--- src/rtl/ccff_bitstream_loader.sv ---
// Byte-wide loader for a ccff configuration chain.
// Shifts bytes LSB-first into the chain head and returns tail bits as bytes.
module ccff_bitstream_loader #(
  parameter int CHAIN_LEN = 64,
  parameter int CNT_W     = 16
) (
  input  logic       prog_clk,
  input  logic       prog_reset,
  input  logic       start,
  input  logic [7:0] byte_data,
  input  logic       byte_valid,
  output logic       byte_ready,
  output logic       ccff_head,
  output logic       ccff_shift_en,
  input  logic       ccff_tail,
  output logic [7:0] rb_data,
  output logic       rb_valid,
  output logic       busy,
  output logic       done
);

  typedef enum logic [1:0] {
    IDLE,
    LOAD,
    DONE
  } state_e;

  localparam int CW1 = CNT_W + 1;
  localparam logic [CNT_W:0] LEN_X =
    CW1'(CHAIN_LEN);
  localparam logic [CNT_W-1:0] LAST =
    CNT_W'(CHAIN_LEN - 1);

  state_e           state_q, state_d;
  logic [7:0]       sreg_q, sreg_d;
  logic [3:0]       bits_left_q, bits_left_d;
  logic [CNT_W-1:0] shifted_q, shifted_d;
  logic [7:0]       rb_acc_q, rb_acc_d;
  logic [2:0]       rb_cnt_q, rb_cnt_d;
  logic [7:0]       rb_data_q, rb_data_d;
  logic             rb_valid_q, rb_valid_d;

  logic             in_load;
  logic             shift;
  logic             accept;
  logic             last_shift;
  logic             rb_flush;
  logic [CNT_W:0]   committed;
  logic [7:0]       rb_next;

  // Bits already shifted plus bits still queued in sreg.
  assign committed = CW1'(shifted_q)
                   + CW1'(bits_left_q);

  assign in_load    = (state_q == LOAD);
  assign byte_ready = in_load
                   && (bits_left_q <= 4'd1)
                   && (committed < LEN_X);
  assign accept     = byte_valid && byte_ready;
  assign shift      = in_load
                   && (bits_left_q != 4'd0);
  assign last_shift = shift
                   && (shifted_q == LAST);

  assign rb_next  = rb_acc_q
                  | (8'(ccff_tail) << rb_cnt_q);
  assign rb_flush = shift
                 && ((rb_cnt_q == 3'd7)
                 || last_shift);

  assign ccff_shift_en = shift;
  assign ccff_head     = shift & sreg_q[0];
  assign busy          = in_load;
  assign done          = (state_q == DONE);
  assign rb_data       = rb_data_q;
  assign rb_valid      = rb_valid_q;

  always_comb begin
    state_d     = state_q;
    sreg_d      = sreg_q;
    bits_left_d = bits_left_q;
    shifted_d   = shifted_q;
    rb_acc_d    = rb_acc_q;
    rb_cnt_d    = rb_cnt_q;
    rb_data_d   = rb_data_q;
    rb_valid_d  = 1'b0;
    unique case (state_q)
      IDLE: begin
        if (start) begin
          state_d     = LOAD;
          sreg_d      = '0;
          bits_left_d = '0;
          shifted_d   = '0;
          rb_acc_d    = '0;
          rb_cnt_d    = '0;
        end
      end
      LOAD: begin
        if (shift) begin
          sreg_d      = sreg_q >> 1;
          bits_left_d = bits_left_q - 4'd1;
          shifted_d   = shifted_q
                      + CNT_W'(1);
          rb_acc_d    = rb_next;
          rb_cnt_d    = rb_cnt_q + 3'd1;
          if (rb_flush) begin
            rb_data_d  = rb_next;
            rb_valid_d = 1'b1;
            rb_acc_d   = '0;
            rb_cnt_d   = '0;
          end
        end
        // A refill may land on the edge of the last queued bit.
        if (accept) begin
          sreg_d      = byte_data;
          bits_left_d = 4'd8;
        end
        if (last_shift) begin
          bits_left_d = '0;
          state_d     = DONE;
        end
      end
      DONE: begin
        state_d = IDLE;
      end
      default: begin
        state_d = IDLE;
      end
    endcase
  end

  always_ff @(posedge prog_clk) begin
    if (prog_reset) begin
      state_q     <= IDLE;
      sreg_q      <= '0;
      bits_left_q <= '0;
      shifted_q   <= '0;
      rb_acc_q    <= '0;
      rb_cnt_q    <= '0;
      rb_data_q   <= '0;
      rb_valid_q  <= 1'b0;
    end else begin
      state_q     <= state_d;
      sreg_q      <= sreg_d;
      bits_left_q <= bits_left_d;
      shifted_q   <= shifted_d;
      rb_acc_q    <= rb_acc_d;
      rb_cnt_q    <= rb_cnt_d;
      rb_data_q   <= rb_data_d;
      rb_valid_q  <= rb_valid_d;
    end
  end

endmodule
--- config.mk ---
export PLATFORM = sky130hd
export DESIGN_NAME = ccff_bitstream_loader
export DESIGN_NICKNAME = d
export VERILOG_FILES = /design/src/rtl/ccff_bitstream_loader.sv
export SDC_FILE = /design/constraint.sdc
export NUM_CORES = 1
export LEC_CHECK = 0
export BUFFER_PORTS_ARGS = -buffer_cell sky130_fd_sc_hd__buf_2
export CORE_UTILIZATION = 40
export DETAILED_ROUTE_END_ITERATION = 8
export SETUP_SLACK_MARGIN = 0.3
export SLEW_MARGIN = 40
export SYNTH_ARGS = -nofsm -noshare
export SYNTH_HDL_FRONTEND = slang
export SYNTH_SLANG_ARGS = --single-unit
--- constraint.sdc ---
create_clock -name prog_clk -period 4.8 [get_ports prog_clk]
set_clock_uncertainty 0.05 [all_clocks]
set_input_delay 0.24 -clock prog_clk [delete_from_list [all_inputs] [get_ports prog_clk]]
set_output_delay 0.24 -clock prog_clk [all_outputs]
set_load 0.005 [all_outputs]
==> reports/metrics.cfg <==
[status]
outcome=complete, but fails checks
violations=design-rule violations

[die]
fp.dieH_um=82.68
die_area_sq_um=6836
start_util=0.4124
fp-row-count=29
die_x_um=82.68
pin_count=27
core_area_sq_um=6314

[logic_synthesis]
synth-edff-count=0
yosysUniqueCellTypes=47
yosysTopAreaCellShare=0.3844
synth_top_area_cell=dfxtp_1
synthArstFlopShare=0
synth.area.top_cells=dfxtp_1, mux2i_1, nor2_1, ha_1, nand2_1
synth.avg_cell_area_sq_um=8.537
syn_inst=305
syn_area_sq_um=2604
yosys_register_bits=50
netlist_top_cells_count=dfxtp_1, nor2_1, nand2_1, mux2i_1, nand3_1
synth.most_common_cell=dfxtp_1
synth-main-ff-cell=dfxtp_1
ys_seq_area_frac=0.3844
syn_nets=327
yosys_warnings=0

[timing]
slew_headroom=0.5163
fin_crit_sh=0.5868
tns_ns=0
finalWorstPathRequiredPeriod_ns=2.817
hold_viol_final=0
fin_hold_ws_ns=0.1184
setup_viol=0
drv_slew=0
fmax_mhz=355.0
rsz0062_at_grt=no
worst_pin_slew_ns=0.7217
setup_ws_ns=1.983

[critical_path]
cp_cell_sequence=ha_1, o21ai_0, a21oi_1, a211o_1, a221o_1, nor4_4, buf_4, mux2i_1
end_kind=register
critPathSlowestCell=nor4_4
crit_start=bits_left_q[2]$_SDFFE_PP0P_
crit_required_ns=4.99
max_stage_delay_ns=0.49
reg2reg_from=bits_left_q[2]$_SDFFE_PP0P_
cp_max_fo=8
path_class=reg -> reg
cp-start-kind=register
arrival_ns=3.01

[grt]
grt_pass1_vias=1900
grt_pass1_wl_mm=8.707
antenna_found_initial=0
overflow=0
grt_max_degree=38
grt_use_total=0.1648

[power_and_ir_drop]
total_power_uw=856.1
cellPowerDensity_nw_per_um2=296.2
vdd_drop_max_uv=135.6
leakagePower_nw=1.135

[drt]
drc_errors=2
viasPerCell=5.410
wl_mm=5.378
ant_nets=0
vias=2153
wl_per_cell_um=13.51
drtIter0Drc=102
firstDrtPassIters=6

[place]
dp_cells=390
gp_congestion=0.7794
io_buffers=26
post-place-ws_ns=2.019
hpwlAfterDp_mm=3.747

[worst_hold_path]
holdCritStartpoint=byte_data[7]
hold_path.class=in -> reg

[clock_network]
cts_inserted_buffers=5
cts_resized=0
cts.clk_slew.worst_paths_ns=0.10
cts_root_buf=clkbuf_8
ctsHoldBuffers=0
clockBufferDepth=2
clock_sinks=50
htreeDepth=2
post_cts.repair.setup_buffers=0
clock_latency_ns=0.31
cts_tree=built

[job]
drv_cap=0

[final_layout]
fin_nets=342
drive_above_1_share=0.1589
fill_cells=648
syn_to_final_growth_pct=11.00
diodes=0
fin_cells=398

==> cell families (layout without fill, tap and decap cells) <==
kind of cell,after synthesis,count (layout),share of synthesized area
multiplexers,17,17,0.06535
AND/OR/NAND/NOR,133,133,0.2605
flip-flops,50,50,0.3844
adder cells (fa/ha/maj),9,9,0.04325
buffers and inverters,26,42,0.04661
AO/OA/AOI/OAI,55,55,0.1494
XOR/XNOR,15,15,0.05045
==> sequential cells by signal (all words and copies together), names as in the netlist <==
signal and count:
shifted_q 16, rb_acc_q 8, rb_data 8, sreg_q 8
bits_left_q 4, rb_cnt_q 3, state_q 2, rb_valid 1
==> worst max-delay path: cells and delay by family (launching register included) <==
| kind | cells | cell delay (ns) |
|---|---|---|
| and+or+nand+nor | 1 | 0.49 |
| DFF | 1 | 0.47 |
| muxes | 1 | 0.19 |
| AOI/OAI and AO/OA | 4 | 1.01 |
| buffers and inverters | 1 | 0.27 |
| adders and majority gates | 1 | 0.27 |
==> power by group <==
group	leakage, nW	switching, mW	internal (mW)
registers	0.403	0.00637	0.419
clock network	0.0683	0.145	0.209
logic	0.664	0.0496	0.0265
==> final timing paths <==
| path | end | slack [ns] | depth (start not counted) |
|---|---|---|---|
| max | sreg_q[6]$_SDFFE_PP0P_ | 1.98 | 8 |
| min | sreg_q[7]$_SDFFE_PP0P_ | 0.12 | 3 |
| max reg2reg | sreg_q[6]$_SDFFE_PP0P_ | 1.98 | 8 |
| min reg2reg | rb_data[3]$_SDFFE_PP0P_ | 0.45 | 2 |
==> layer usage <==
layer,part of all wire,track usage,vias up,routed length (um)
li1,-,-,1108,-
met3,0.041,0.04725,6,219
met4,0.0078,0.04138,0,42
met2,0.46,0.2689,33,2455
met1,0.49,0.2124,1006,2660
met5,0,0,-,0
==> area by class of cell <==
type                    count  area (sq um)  share of cell area
repair buffers             27         137.6             0.04762
clock buffers               5         68.82             0.02381
clock inverters             3         68.82             0.02381
inverters                   7         26.28            0.009091
well taps                  77         96.34             0.03333
multi-input cells         229          1491              0.5160
flip-flops and latches     50          1001              0.3463
==> placed cells by master (no fill, tap or decap), drive strengths merged, types with 3 or more instances in the layout <==
cell     n
ha       9
a21o    10
nor3    10
and4     3
a22oi   10
inv      7
dfxtp   50
a31o     4
and2     6
nand2   26
xnor2    5
clkbuf   5
nand3   16
nand4    4
o21ai   10
mux2i   17
nor2    41
nor4     5
nor2b    6
a21oi    9
buf     27
xor2    10
and3     7
==> through the flow <==
step                  util  cell area, sq um
floorplan                -              2604
global placement    0.4332              2735
detailed placement  0.4360              2753
CTS                 0.4578              2890
global route        0.4578              2890
finish              0.4578              2890
No activity file was read; power rests on OpenSTA's default activity.
